==> config.mk <==
export PLATFORM = sky130hd
export DESIGN_NAME = down_timer
export DESIGN_NICKNAME = d
export VERILOG_FILES = /design/src/rtl/down_timer.sv
export SDC_FILE = /design/constraint.sdc
export NUM_CORES = 1
export LEC_CHECK = 0
export BUFFER_PORTS_ARGS = -buffer_cell sky130_fd_sc_hd__buf_2
export CORE_ASPECT_RATIO = 0.8
export CORE_UTILIZATION = 52
export DETAILED_ROUTE_END_ITERATION = 8
export HOLD_SLACK_MARGIN = 0.08
export PLACE_DENSITY = 0.82
export SYNTH_ARGS = -nofsm -noshare
export SYNTH_HDL_FRONTEND = slang
export SYNTH_SLANG_ARGS = --single-unit
==> constraint.sdc <==
create_clock -name clk -period 2.7 [get_ports clk]
set_clock_uncertainty 0.1 [all_clocks]
set_input_delay 0.54 -clock clk [delete_from_list [all_inputs] [get_ports clk]]
set_output_delay 0.54 -clock clk [all_outputs]
set_load 0.01 [all_outputs]
==> src/rtl/down_timer.sv <==
// Programmable down-counting timer: load, hold, one-shot/periodic
// modes, registered terminal-count and load-error pulses.
module down_timer #(
  parameter int Size = 8
) (
  input  logic            clk,
  input  logic            clr_n,
  input  logic            start,
  input  logic            stop,
  input  logic            en,
  input  logic            mode,
  input  logic [Size-1:0] D,
  output logic [Size-1:0] Q,
  output logic            busy,
  output logic            done,
  output logic            tc,
  output logic            err
);

  typedef enum logic [1:0] {
    IDLE = 2'd0,
    RUN  = 2'd1,
    DONE = 2'd2
  } state_t;

  state_t          state, state_n;
  logic [Size-1:0] q, q_n;
  logic [Size-1:0] r, r_n;
  logic            mode_r, mode_n;
  logic            tc_n, err_n;

  always_ff @(posedge clk) begin
    if (!clr_n) begin
      state  <= IDLE;
      q      <= '0;
      r      <= '0;
      mode_r <= 1'b0;
      tc     <= 1'b0;
      err    <= 1'b0;
    end else begin
      state  <= state_n;
      q      <= q_n;
      r      <= r_n;
      mode_r <= mode_n;
      tc     <= tc_n;
      err    <= err_n;
    end
  end

  always_comb begin
    state_n = state;
    q_n     = q;
    r_n     = r;
    mode_n  = mode_r;
    tc_n    = 1'b0;
    err_n   = 1'b0;
    if (stop) begin
      state_n = IDLE;
      q_n     = '0;
    end else if (start) begin
      // a zero period is rejected and freezes everything for the cycle
      if (D != '0) begin
        state_n = RUN;
        q_n     = D;
        r_n     = D;
        mode_n  = mode;
      end else begin
        err_n = 1'b1;
      end
    end else if (state == RUN && en) begin
      if (q > 1) begin
        q_n = q - 1'b1;
      end else begin
        tc_n = 1'b1;
        if (mode_r) begin
          q_n = r;
        end else begin
          q_n     = '0;
          state_n = DONE;
        end
      end
    end
  end

  assign Q    = q;
  assign busy = (state == RUN);
  assign done = (state == DONE);

endmodule

==> reports/metrics.csv, run 1 <==
stage,metric,value,unit
grt,first-pass GRT wire length,4670,um
final_layout,"commonest cells after routing, fill and taps aside","25 x buf_2, 21 x dfxtp_1, 11 x nor2b_1",
grt,grt ovf,0,
yosys,synthesized instance count,126,
outcome,run status,finished clean,
place,port buffer count,25,
worst_setup_path,CP Capture Type,flip-flop,
timing,Max Transition Viols Final,0,
final_layout,Final nets,168,
yosys,most frequently used flop master after synthesis,dfxtp_1,
place,Placed Cells incl. Taps,171,
yosys,number of synthesized flops with an enable pin,0,
cts,hold buffer count at cts,0,
die,# IOs,26,
route,DRT Pass-1 Iters,4,
final_layout,Area Overhead vs Synth,14.8,%
worst_setup_path,crit path kind,reg -> reg,
pwr,combinational share of power,0.226,
worst_setup_path,worst reg2reg setup slack,0.43,ns
timing,fmax,0.441,GHz
grt,initial antenna violation count,0,
cts,H-tree Lvls,1,
grt,pin count of the biggest net entering global routing,16,
die,Die Ht,44.2,um
cts,clk_lat worst skew,0.31,ns
pwr,Seq pwr share,0.531,
cts,"Reg clk slew, reported paths",0.12,ns
yosys,"Async S/R FF share, synth",0,
cts,CTS tree,yes,
pwr,PD cells,479,nW/um2
grt,vias in the first global route,1023,
timing,RSZ-0062 raised after global routing,no,
die,Die X,54.8,um
route,initial detailed-routing violation count,69,
pwr,Power Internal,0.000445,W
yosys,Ys Warns,0,
die,Initial Util,0.586,
hold_path,worst hold stages,2,
pwr,Clk pwr share,0.243,
cts,clock sinks,21,
die,die area,2420,um2
die,Std-Cell Rows,14,
yosys,sequential area share after synthesis,0.362,
timing,Sum Neg Setup Slack,0,ns
cts,post_cts resized,0,
worst_setup_path,Worst EP arrival,2.39,ns
pwr,maximum VDD drop,0.000383,V
worst_setup_path,Register-to-Register Path Depth,6,
grt,Total GRT Usage,0.268,
worst_setup_path,Reg-to-Reg Start,Q[0],
pwr,sw power,0.000192,W
worst_setup_path,FF-to-FF End,Q[6],
yosys,syn nets,142,
place,routability cong.,0.882,
timing,Worst slew margin,0.606,
pwr,Sw Share,0.302,
final_layout,n_diodes,0,
pwr,leakage,0.536,nW
route,via count,1101,
timing,Worst-Margin Slew,0.591,ns
yosys,syn avg cell area,9.21,um2
final_layout,Non-Filler Instances,175,
cts,Clock Path Buffers,2,
yosys,Synth Cell Area,1160,um2
yosys,Synth cell types,37,
route,routed len/inst,15.5,um
die,Placeable Area,1980,um2
timing,minimum clock period,2.27,ns
final_layout,"most common cell after layout, fill and taps aside",buf_2,
yosys,"FF+latch count, synth",21,
route,DRC errors left,0,
route,vias per std cell,6.29,
route,Final ANT Viol Nets,0,
job,maxcap violations,0,
final_layout,layout cells sized above 1,0.225,
timing,final setup violation count,0,
worst_setup_path,CP Max Fanout,8,
hold_path,Hold WC Path Type,reg -> reg,
cts,total CTS buffers,3,
hold_path,Hold Path Origin,state[1],
place,DP HPWL,2100,um
hold_path,Min-Delay Endpoint,state[1],
timing,period utilisation layout,0.840,
route,final WL,2720,um
timing,Fin. Hold Viols,0,
cts,CTS root buf,clkbuf_4,
worst_setup_path,Worst Path Required,2.82,ns
worst_setup_path,CP Launch Type,flip-flop,
cts,post-CTS setup buffers,0,
## synthesized netlist by cell type, types with 2 or more instances
cell      count  area share
a21oi_1       4       0.017
a311o_1       4       0.035
a31oi_1       3       0.016
a32o_1        8       0.069
clkbuf_1      4       0.013
dfxtp_1      21        0.36
ha_1          2       0.022
inv_1         4       0.013
mux2i_1       9       0.078
nand2_1       5       0.016
nand2b_1      9       0.049
nand3_1       2      0.0086
nand4_1       2       0.011
nor2_1        2      0.0065
nor2b_1      11       0.059
nor3_1        2      0.0086
nor4_1        5       0.027
o21ai_0       2      0.0086
o31ai_1       2       0.013
o41ai_1       2       0.015
or2_2         2       0.011
or3_1         2       0.011
or4_1         5       0.032
## how the worst max path moves through the flow
stage | startpoint | end | slack (ns) | depth (start not counted)
after floorplan | Q[0] | Q[6] | 0.70 | 6
after global placement | D[3] | Q[2] | 0.51 | 5
after detailed placement | D[3] | Q[2] | 0.45 | 5
after CTS | Q[0] | Q[6] | 0.47 | 6
after global routing | Q[0] | Q[6] | 0.31 | 6
final | Q[0] | Q[6] | 0.43 | 6
## sequential cells by signal, indices dropped and copies added (netlist names)
| name | count |
|---|---|
| Q | 8 |
| state | 2 |
| tc | 1 |
| mode_r | 1 |
| err | 1 |
| r | 8 |
## critical path: stages, from the launching register on
cell     delay, ns
dfxtp_1       0.49
inv_1         0.08
ha_1          0.28
nor2_1        0.33
o41ai_1       0.15
or3b_2        0.48
a32o_1        0.26
## area by class of cell
cell class | count | area (um2)
Timing Repair Buffer | 27 | 140
Fill cell | 173 | 648
Inverter | 4 | 15.0
Sequential cell | 21 | 420
Clock buffer | 4 | 26.3
Multi-Input combinational cell | 95 | 699
Tap cell | 24 | 30.0
## routing by layer
metal  vias up  routed length [um]  track usage
met1       525                1280        0.386
met4         0                  13       0.0564
met3         2                 178       0.0756
li1        537                   -            -
met2        37                1240        0.395
met5         -                   0            0
## power groups by stage
stage | Sequential, W | Combinational, W | Clock [W]
after global routing | 0.000341 | 0.000158 | 0.000170
after floorplan | 0.000342 | 0.000100 | 0
final | 0.000339 | 0.000144 | 0.000155
after global placement | 0.000344 | 0.000138 | 0
after CTS | 0.000338 | 0.000142 | 0.000159
after detailed placement | 0.000345 | 0.000141 | 0
## cell families (layout without fill, tap and decap cells)
kind of cell    after synthesis  after routing  synth area share
simple gates                 52             52             0.279
fa+ha+maj                     2              2            0.0216
compound gates               30             30             0.209
flops                        21             21             0.362
mux                           9              9            0.0777
buf+inv                      10             35            0.0345
xor+xnor                      2              2            0.0151
## metrics by stage
stage / utilization / hold WS, ns / worst slack (ns) / cell area, um2 / total power, W
after floorplan: - / 0.345 / 0.702 / 1160 / 0.000442
after global placement: 0.659 / 0.370 / 0.514 / 1310 / 0.000482
after CTS: 0.673 / 0.385 / 0.469 / 1330 / 0.000640
after detailed placement: 0.659 / 0.374 / 0.452 / 1310 / 0.000487
final: 0.673 / 0.391 / 0.433 / 1330 / 0.000637
after global routing: 0.673 / 0.409 / 0.309 / 1330 / 0.000669
No activity file was read; power rests on OpenSTA's default activity.
==> inputs of run 2 (changes only) <==
- clock period: 2.7 -> 2.26 ns (I/O delays scaled with it)
==> run 2 against run 1 <==
Power up 23%; sequential power up 19%; flip-flop and latch count unchanged; critical endpoint is now Q[7]; hold slack worse by 0.078 ns; largest power group unchanged; count of clock-buffer cells in the layout down 1; via count up 5.5%; maximum frequency up 5.7%; critical path type unchanged; non-clock buffer count up 3.
==> reports/metrics.csv, run 2 (same netlist as run 1, synthesis figures left out) <==
stage,metric,value,unit
outcome,run status,finished clean,
worst_setup_path,stages on the worst setup path,4,
pwr,Power Internal,0.000535,W
worst_setup_path,Register-to-Register Path Depth,4,
final_layout,"commonest cells after routing, fill and taps aside","25 x buf_2, 21 x dfxtp_1, 11 x nor2b_1",
final_layout,layout cells sized above 1,0.247,
cts,Clock Path Buffers,2,
timing,minimum clock period,2.15,ns
worst_setup_path,"slowest stage cell, crit path",or4_1,
cts,"Reg clk slew, reported paths",0.13,ns
die,Die X,54.8,um
die,# IOs,26,
cts,post_cts resized,0,
hold_path,Hold WC Path Type,in -> reg,
timing,Worst-Margin Slew,0.632,ns
cts,total CTS buffers,3,
worst_setup_path,"Largest delay share family, worst path",simple AND/OR/NAND/NOR gates,
pwr,leakage,0.551,nW
final_layout,"most common cell after layout, fill and taps aside",buf_2,
worst_setup_path,Worst Path Required,2.39,ns
final_layout,Area Overhead vs Synth,17.0,%
grt,grt ovf,0,
grt,vias in the first global route,1013,
grt,initial antenna violation count,0,
cts,H-tree Lvls,1,
final_layout,area of the multi-input gates,699,um2
timing,Worst slew margin,0.579,
die,Std-Cell Rows,14,
place,port buffer count,25,
hold_path,Hold Path Origin,mode,
timing,Max Transition Viols Final,0,
worst_setup_path,Reg-to-Reg Start,Q[4],
final_layout,register area,420,um2
timing,Fin. Hold Viols,0,
pwr,PD cells,577,nW/um2
timing,fmax,0.466,GHz
cts,CTS root buf,clkbuf_4,
cts,clk_lat worst skew,0.32,ns
timing,Sum Neg Setup Slack,0,ns
worst_setup_path,critical path cell sequence,or4_1 > o21ai_0 > or3b_1 > a32o_1,
worst_setup_path,CP Capture Type,flip-flop,
timing,final setup violation count,0,
worst_setup_path,Crit. Startpoint,Q[4],
pwr,Clk pwr share,0.253,
route,final WL,3060,um
cts,clock sinks,21,
worst_setup_path,Worst EP arrival,2.27,ns
pwr,Seq pwr share,0.515,
place,routability cong.,0.872,
route,DRT Pass-1 Iters,4,
route,DRC errors left,0,
cts,CTS tree,yes,
worst_setup_path,crit path kind,reg -> reg,
worst_setup_path,CP Launch Type,flip-flop,
die,Placeable Area,1980,um2
route,via count,1162,
pwr,Sw Share,0.317,
worst_setup_path,"Largest stage delay, worst path",0.67,ns
final_layout,Final nets,171,
route,Final ANT Viol Nets,0,
pwr,maximum VDD drop,0.000499,V
grt,first-pass GRT wire length,4830,um
pwr,sw power,0.000248,W
job,maxcap violations,0,
die,Die Ht,44.2,um
pwr,combinational share of power,0.232,
hold_path,worst hold stages,3,
grt,Total GRT Usage,0.284,
die,Initial Util,0.586,
final_layout,fillers,163,
place,DP HPWL,2250,um
route,initial detailed-routing violation count,76,
final_layout,n_diodes,0,
timing,RSZ-0062 raised after global routing,no,
cts,post-CTS setup buffers,0,
die,die area,2420,um2
final_layout,final core occ,0.686,
grt,pin count of the biggest net entering global routing,16,
worst_setup_path,Worst Path Buf+Inv,0,
route,routed len/inst,17.2,um
worst_setup_path,CP Max Fanout,7,
cts,hold buffer count at cts,0,
route,vias per std cell,6.53,
timing,period utilisation layout,0.949,
==> run 2: cell types whose count changed in the layout (fill, tap and decap cells not counted) <==
cell / previous run / this run
clkbuf_1: 1 / 0
buf_4: 2 / 5
clkinvlp_4: 0 / 1
==> run 2: path summary, 6_finish.rpt <==
kind	slack [ns]	endpoint
hold / removal	0.31	mode_r
setup reg to reg	0.11	Q[7]
setup / recovery	0.11	Q[7]
hold reg to reg	0.39	state[1]
==> run 2: final cells by class <==
type | instances | share of cell area
multi-input cells | 95 | 0.515
flip-flops and latches | 21 | 0.310
repair buffers | 30 | 0.120
well taps | 24 | 0.0221
clock buffers | 3 | 0.0166
inverters | 4 | 0.0111
clock inverters | 1 | 0.00553
==> run 2: power groups by stage <==
stage	registers [W]	logic, W	clock network (W)
2_1_floorplan	0.000409	0.000119	0
3_3_place_gp	0.000410	0.000172	0
3_5_place_dp	0.000411	0.000176	0
4_1_cts	0.000402	0.000178	0.000199
5_1_grt	0.000406	0.000195	0.000216
6_report	0.000403	0.000181	0.000198
==> run 2: worst min-delay path, stage by stage <==
cell and delay [ns]:
buf_2 0.08, mux2i_1 0.06, nor2b_1 0.11
==> run 2: per-stage QoR <==
| stage | instances | setup WS (ns) | cell area [um2] | total power [W] | hold WS [ns] |
|---|---|---|---|---|---|
| 6_report | 178 | 0.114 | 1360 | 0.000783 | 0.313 |
| 5_1_grt | 178 | 0.0456 | 1360 | 0.000817 | 0.321 |
| 4_1_cts | 178 | 0.157 | 1360 | 0.000779 | 0.319 |
| 3_5_place_dp | 174 | 0.109 | 1330 | 0.000586 | 0.372 |
| 3_3_place_gp | 174 | 0.172 | 1330 | 0.000581 | 0.370 |
| 2_1_floorplan | 126 | 0.262 | 1160 | 0.000529 | 0.345 |
==> run 2: routing by layer <==
layer / track usage / vias to the layer above / share of wire
met5: 0 / - / 0
met2: 0.439 / 70 / 0.46
met3: 0.0893 / 6 / 0.10
met4: 0.108 / 0 / 0.016
met1: 0.365 / 541 / 0.42
li1: - / 545 / -
==> inputs of run 3 (changes only) <==
- BUFFER_PORTS_ARGS: -buffer_cell sky130_fd_sc_hd__buf_2 -> not set
- CORE_UTILIZATION: 52 -> 57
- DONT_BUFFER_PORTS: not set -> 1
- HOLD_SLACK_MARGIN: 0.08 -> 0.06
- PLACE_DENSITY: 0.82 -> 0.77
==> run 3 against run 2 <==
Combinational power down 20%; power shrank 5.1%; utilization decreased by 4.2 points; register-to-register slack worse by 0.02 ns; cell area decreased by 10%; critical path depth is the same; die area fell by 8.4%; via count decreased by 11%; critical path type unchanged; critical endpoint unchanged.
==> reports/metrics.csv, run 3 (same netlist as run 1, synthesis figures left out) <==
stage,metric,value,unit
cts,H-tree Lvls,1,
final_layout,layout cells sized above 1,0.0866,
worst_setup_path,worst reg2reg setup slack,0.09,ns
worst_setup_path,Register-to-Register Path Depth,4,
die,die area,2220,um2
timing,Hold Slack,0.159,ns
route,initial detailed-routing violation count,81,
hold_path,Hold WC Path Type,in -> reg,
job,maxcap violations,0,
final_layout,fillers,152,
grt,Total GRT Usage,0.272,
pwr,maximum VDD drop,0.000466,V
place,port buffer count,0,
final_layout,"commonest cells after routing, fill and taps aside","21 x dfxtp_1, 11 x nor2b_1, 9 x nand2b_1, 9 x mux2i_1, 8 x a32o_1",
pwr,PD cells,610,nW/um2
worst_setup_path,crit path kind,reg -> reg,
worst_setup_path,CP Capture Type,flip-flop,
pwr,leakage,0.424,nW
route,final WL,2660,um
cts,post_cts resized,0,
cts,total CTS buffers,3,
worst_setup_path,CP Max Fanout,7,
cts,Clock Path Buffers,2,
route,via count,1031,
hold_path,Hold Path Origin,clr_n,
die,Initial Util,0.613,
die,Placeable Area,1890,um2
cts,"Reg clk slew, reported paths",0.13,ns
hold_path,worst hold stages,1,
route,DRT Pass-1 Iters,4,
route,Final ANT Viol Nets,0,
final_layout,n_diodes,0,
final_layout,Final nets,144,
timing,Worst-Margin Slew,0.629,ns
hold_path,Min-Delay Endpoint,mode_r,
outcome,run status,finished clean,
route,routed len/inst,17.6,um
cts,clk_lat worst skew,0.31,ns
die,Std-Cell Rows,14,
timing,Max Transition Viols Final,0,
route,vias per std cell,6.83,
grt,vias in the first global route,948,
worst_setup_path,Worst EP arrival,2.29,ns
cts,CTS root buf,clkbuf_4,
timing,Fin. Hold Viols,0,
timing,period utilisation layout,0.959,
worst_setup_path,Reg-to-Reg Start,Q[4],
timing,RSZ-0062 raised after global routing,yes,
place,DP HPWL,1980,um
grt,first-pass GRT wire length,4490,um
worst_setup_path,FF-to-FF End,Q[7],
final_layout,Non-Filler Instances,151,
route,DRC errors left,0,
timing,minimum clock period,2.17,ns
final_layout,register area,420,um2
timing,final worst slack,0.0922,ns
die,Die X,52.4,um
worst_setup_path,Worst Path Required,2.38,ns
cts,CTS tree,yes,
final_layout,Area Overhead vs Synth,4.96,%
timing,Worst slew margin,0.581,
place,Placed Cells incl. Taps,147,
die,Die Ht,42.3,um
grt,initial antenna violation count,0,
worst_setup_path,CP Launch Type,flip-flop,
cts,hold buffer count at cts,0,
place,post-place setup slack,0.144,ns
final_layout,area of the multi-input gates,699,um2
timing,fmax,0.461,GHz
grt,pin count of the biggest net entering global routing,16,
die,# IOs,26,
grt,grt ovf,0,
place,routability cong.,0.875,
final_layout,"most common cell after layout, fill and taps aside",dfxtp_1,
cts,clock sinks,21,
timing,final setup violation count,0,
==> run 3: cell types whose count changed in the layout (fill, tap and decap cells not counted) <==
cell	change
buf_2	-25
buf_4	-2
==> run 3: critical path, stage by stage, from the launching register on <==
cell     delay (ns)
dfxtp_1        0.45
or4_1          0.69
o21ai_0        0.22
or3b_1         0.37
a32o_1         0.25
==> run 3: cell type report <==
class | instances | share of cell area
inverters | 4 | 0.0123
well taps | 24 | 0.0247
repair buffers | 3 | 0.0185
clock buffers | 3 | 0.0185
clock inverters | 1 | 0.00617
flip-flops and latches | 21 | 0.345
multi-input cells | 95 | 0.575
==> run 3: report_power, final <==
group          switching (W)  internal, W  leakage, nW
clock network       0.000125    0.0000676       0.0139
logic              0.0000776    0.0000665        0.239
registers          0.0000209     0.000386        0.171
total               0.000224     0.000520        0.424
==> run 3: layer usage <==
metal	up-vias	global-route usage	wire, um	share of wire
li1	497	-	-	-
met1	471	0.402	1160	0.44
met2	61	0.397	1200	0.45
met3	2	0.0761	281	0.11
met4	0	0.0474	19	0.0072
met5	-	0	0	0
==> run 3: through the flow <==
step                      total power [W]    TNS [ns]  utilization  area [um2]
after floorplan                  0.000529           0            -        1160
after global placement           0.000550           0        0.628        1190
after detailed placement         0.000555           0        0.628        1190
after CTS                        0.000741           0        0.644        1220
after global routing             0.000780  -0.0000349        0.644        1220
final                            0.000743           0        0.644        1220
==> run 3: worst max-delay path by stage <==
stage                     from   end  slack, ns
after CTS                 Q[4]  Q[7]        0.1
final                     Q[4]  Q[7]       0.09
after floorplan           Q[0]  Q[6]       0.26
after global placement    Q[3]  Q[0]       0.18
after global routing      Q[4]  Q[7]   -0.00003
after detailed placement  Q[4]  Q[7]       0.14
==> run 3: what timing repair did <==
action                                  CTS  global route
endpoints found under the setup margin    0             1
endpoints found under the hold margin     0             0
buffers inserted                          0             0
